===== config.mk =====
export PLATFORM = sky130hd
export DESIGN_NAME = fifo_rd_stream
export DESIGN_NICKNAME = d
export VERILOG_FILES = /design/src/rtl/fifo_rd_stream.sv
export SDC_FILE = /design/constraint.sdc
export NUM_CORES = 1
export LEC_CHECK = 0
export CORE_ASPECT_RATIO = 0.9
export CORE_MARGIN = 2
export CORE_UTILIZATION = 58
export DETAILED_ROUTE_END_ITERATION = 16
export PLACE_DENSITY = 0.9
export SLEW_MARGIN = 20
export SYNTH_ARGS = -nofsm -noshare
export SYNTH_HDL_FRONTEND = slang
export SYNTH_SLANG_ARGS = --single-unit

===== constraint.sdc =====
create_clock -name rd_clk -period 4.2 [get_ports rd_clk]
set_input_delay 1.26 -clock rd_clk [delete_from_list [all_inputs] [get_ports rd_clk]]
set_output_delay 1.26 -clock rd_clk [all_outputs]
set_load 0.01 [all_outputs]

===== src/rtl/fifo_rd_stream.sv =====
// Read-side output stage of the gray FIFO: credit-based read requests,
// latency-matched capture of memory data into a skid buffer, valid/ready out.
module fifo_rd_stream #(
    parameter int DATA_WIDTH = 8,
    parameter int DEPTH      = 4,
    parameter int MEM_RD_LAT = 1
) (
    input  logic                    rd_clk,
    input  logic                    rst,
    input  logic                    empty,
    input  logic                    rd_en,
    input  logic [DATA_WIDTH-1:0]   rd_data,
    output logic                    rd_req_,
    output logic                    m_valid,
    input  logic                    m_ready,
    output logic [DATA_WIDTH-1:0]   m_data,
    output logic [$clog2(DEPTH):0]  level,
    output logic                    ovf
);

    localparam int AW = $clog2(DEPTH);
    localparam int CW = AW + 1;
    localparam logic [CW:0] CRED_MAX = (CW+1)'(DEPTH - 2);

    logic [DATA_WIDTH-1:0] store [DEPTH];
    logic [AW-1:0]         head;
    logic [AW-1:0]         tail;
    logic [CW-1:0]         buf_count;
    logic [CW-1:0]         inflight;
    logic [CW-1:0]         buf_count_nxt;
    logic [CW-1:0]         inflight_nxt;
    logic [MEM_RD_LAT-1:0] strobe_sr;
    logic [MEM_RD_LAT:0]   strobe_ext;
    logic [CW:0]           credit;
    logic                  cap;
    logic                  pop;
    logic                  full;
    logic                  push;
    logic                  drop;

    // The controller already suppresses rd_en when empty.
    logic unused_empty;
    assign unused_empty = empty;

    assign strobe_ext    = {strobe_sr, rd_en};
    assign cap           = strobe_sr[MEM_RD_LAT-1];
    assign pop           = m_valid && m_ready;
    assign full          = (buf_count == CW'(DEPTH));
    assign push          = cap && (!full || pop);
    assign drop          = cap && full && !pop;
    assign buf_count_nxt = buf_count + CW'(push) - CW'(pop);
    assign inflight_nxt  = inflight + CW'(rd_en) - CW'(cap);
    assign credit        = {1'b0, buf_count_nxt} + {1'b0, inflight_nxt};

    always_ff @(posedge rd_clk or posedge rst) begin
        if (rst) begin
            strobe_sr <= '0;
            head      <= '0;
            tail      <= '0;
            buf_count <= '0;
            inflight  <= '0;
            rd_req_   <= 1'b1;
            ovf       <= 1'b0;
            for (int i = 0; i < DEPTH; i++) begin
                store[i] <= '0;
            end
        end else begin
            strobe_sr <= strobe_ext[MEM_RD_LAT-1:0];
            inflight  <= inflight_nxt;
            buf_count <= buf_count_nxt;
            if (push) begin
                store[tail] <= rd_data;
                tail        <= tail + 1'b1;
            end
            if (pop) begin
                head <= head + 1'b1;
            end
            if (drop) begin
                ovf <= 1'b1;
            end
            // Two entries of headroom absorb the request/strobe pipeline.
            rd_req_ <= !(credit <= CRED_MAX);
        end
    end

    assign m_valid = (buf_count != '0);
    assign m_data  = store[head];
    assign level   = buf_count;

endmodule


==> flow_summary.toml <==
[run]
maxCapViolCount = 0

[final_layout]
fin_cells = 216
final_net_count = 198
n_antenna_cell = 0
drive_above_1_share_pct = 36.0
area_growth_pct = 19.1
fillCellCount = 199
finalInstanceArea_um2 = 2520
final_util_pct = 73.4

[timing]
fmax_ghz = 0.257
period_needed_ns = 3.89
hold_viol = 0
fin_ws_ns = 0.312
fin_crit_sh_pct = 92.6
worst_clock_skew_ns = 0.00219
worstMarginPinSlew_ns = 0.568
slew_headroom_pct = 62.1
maxSlewViolCount = 0
rsz0062_at_grt = "no"
setup_viol_count_final = 0

[die]
die_h_um = 61.3
die-area_um2 = 4140
die-width_um = 67.6
fp.coreArea_um2 = 3430
num_rows = 20
start_util_pct = 61.6
io_pins = 27

[placed_design]
placed_cell_area_um2 = 2430
dp_cells = 208
gp_congestion = 0.747
dp_hpwl_mm = 2.72
pre_cts_ws_ns = -0.0234
port_buffers = 25

[synthesis]
yosysMostFrequentCell = "dfrtp_1"
synth_nets = 165
synthSimpleGateAreaFrac_pct = 4.44
synth-async-reset-ratio_pct = 100
netlist_instances = 138
ys_top_cells_by_area = "dfrtp_1, mux2_2, mux4_2"
synthTopCellsByCount = "dfrtp_1, mux2_2, ha_1"
synth_mux_area_share_pct = 26.1
syn_area_um2 = 2110
ys_seq_elements = 45
synthAdderAreaFrac_pct = 9.35
synth_xor_area_share_pct = 2.90
ys_seq_area_share_pct = 53.3
synth_warnings = 0
yosysTopAreaCell = "dfrtp_1"
synth_top_family_by_area = "multiplexers"
ys_types = 21
synth_edf_count = 0
ys.flop_type = "dfrtp_1"
syn_avg_cell_area_um2 = 15.3
synth-compound-area-share_pct = 1.60
synth_top_area_share_pct = 52.1

[clock_network]
htree_levels = 2
path_clk_slew_ns = 0.08
cts_num_sinks = 45
clk_path_buf_depth = 2
cts_buffers = 5
cts_resized = 0
holdBufCountCts = 0
cts_tree = "yes"
cts_setup_buffers = 0
root_buffer = "clkbuf_8"
clk_latency_ns = 0.29

[worst_setup_path]
max_stage_delay_ns = 0.55
critPathLaunchType = "input port"
r2r-end = "rd_req_"
setup.worst_path.end_class = "flip-flop"
crit_top_cell = "ha_1"
crit_type = "input port to flip-flop"
crit_required_ns = 4.41
r2r_start = "level[2]"
crit_family = "adder cells"
worstRegToRegCells = 11
crit_chain = "clkdlybuf4s50_1 -> nor4b_4 -> or2b_2 -> ha_1 -> inv_1 -> ha_1 -> fa_1 -> xnor2_1 -> xnor2_1 -> ha_1 -> and3_1 -> o21ai_0"
cp_max_fo = 3
r2r_setup_slack_ns = 1.30
crit_path_top_delay_cell = "clkdlybuf4s50_1"
cp.buffers_inverters = 2
critPathArrivalTime_ns = 4.10

[pwr]
peakVddDrop_v = 0.000437
p_comb_share_pct = 49.7
intPower_mw = 1.43
sequentialPowerShare_pct = 38.5
p_per_area_nw_per_um2 = 859
p_sw_share_pct = 33.7
clock_power_share_pct = 11.8
p_sw_mw = 0.729
p_total_mw = 2.16
p_leak_nw = 1.08

[global_routing]
grt_pass1_vias = 1355
overflow = 0
track_usage_pct = 20.5
grt_antenna_before_repair = 0
grt_max_degree = 23
grt_pass1_wl_mm = 5.98

[route]
drtIter0Drc = 54
final_antenna_net_count = 0
drt_drc_violations_left = 0
routed_wl_mm = 3.56
via_count = 1205
dr.pass1.iters = 4
routedWlPerCell_um = 16.5
viasPerCell = 5.58

[min_path]
hold_start = "ovf"
min_to = "ovf"
min_path_type = "flip-flop to flip-flop"
hold_depth = 1

[run_status]
outcome = "completed"
sequential cells by signal, indices dropped and copies added (netlist names):
signal / count
head: 2
ovf: 1
inflight: 3
rd_req_: 1
tail: 2
level: 3
store: 32
cap: 1
routing by layer:
| metal | wire, um | global-route usage, % |
|---|---|---|
| met5 | 0 | 0 |
| met4 | 44 | 8.45 |
| met3 | 142 | 4.75 |
| met2 | 1870 | 34.7 |
| met1 | 1500 | 25.8 |
worst register-to-register path, delay by kind of cell, from the launching register on:
family                   cells  cell delay, ns
flip-flops                   1            0.44
XOR/XNOR                     2            0.37
AND/OR/NAND/NOR              3            0.66
buffers and inverters        1            0.04
AO/OA/AOI/OAI                1            0.19
adder cells (fa/ha/maj)      4            1.12
metrics by stage:
stage          hold WS [ns]  TNS [ns]
6_report              0.469         0
5_1_grt               0.499         0
4_1_cts               0.476         0
3_5_place_dp          0.453   -0.0234
3_3_place_gp          0.446         0
2_1_floorplan         0.475         0
cell type report:
| type | instances | area, um^2 | share of cell area, % |
|---|---|---|---|
| Sequential cell | 45 | 1130 | 44.8 |
| Timing Repair Buffer | 28 | 273 | 10.8 |
| Multi-Input combinational cell | 81 | 938 | 37.3 |
| Tap cell | 44 | 55.1 | 2.19 |
| Clock buffer | 5 | 68.8 | 2.73 |
| Inverter | 10 | 37.5 | 1.49 |
| Clock inverter | 3 | 17.5 | 0.696 |
placed cells by master, fill, tap and decap left out, types with 2 or more instances in the layout:
cell type,instances
buf_4,3
fa_1,3
mux2_2,33
clkbuf_8,5
clkinv_2,2
a21oi_1,2
xnor2_1,5
ha_1,11
mux4_2,8
clkdlybuf4s50_1,25
xor2_1,2
nor2_2,4
dfrtp_1,44
inv_1,10
nand2_1,5
power groups by stage:
stage / clock network, mW / logic, mW / registers (mW)
final: 0.254 / 1.08 / 0.832
after global routing: 0.279 / 1.19 / 0.862
after CTS: 0.258 / 1.09 / 0.834
after detailed placement: 0 / 1.09 / 0.844
after global placement: 0 / 1.03 / 0.819
after floorplan: 0 / 0.765 / 0.769
cell families after synthesis:
kind of cell    count (synthesis)
xor+xnor                        7
compound gates                  5
flops                          45
simple gates                   14
buf+inv                        12
fa+ha+maj                      14
mux                            41
worst max path at each step:
| stage | cells after the start | start | endpoint | slack [ns] |
|---|---|---|---|---|
| 3_5_place_dp | 12 | m_ready | rd_req_ | -0.02 |
| 5_1_grt | 12 | m_ready | rd_req_ | 0.13 |
| 2_1_floorplan | 9 | m_ready | rd_req_ | 0.69 |
| 6_report | 12 | m_ready | rd_req_ | 0.31 |
| 3_3_place_gp | 12 | m_ready | rd_req_ | 0.14 |
| 4_1_cts | 12 | m_ready | rd_req_ | 0.28 |
Note: power is estimated with default switching activity, not from simulation.
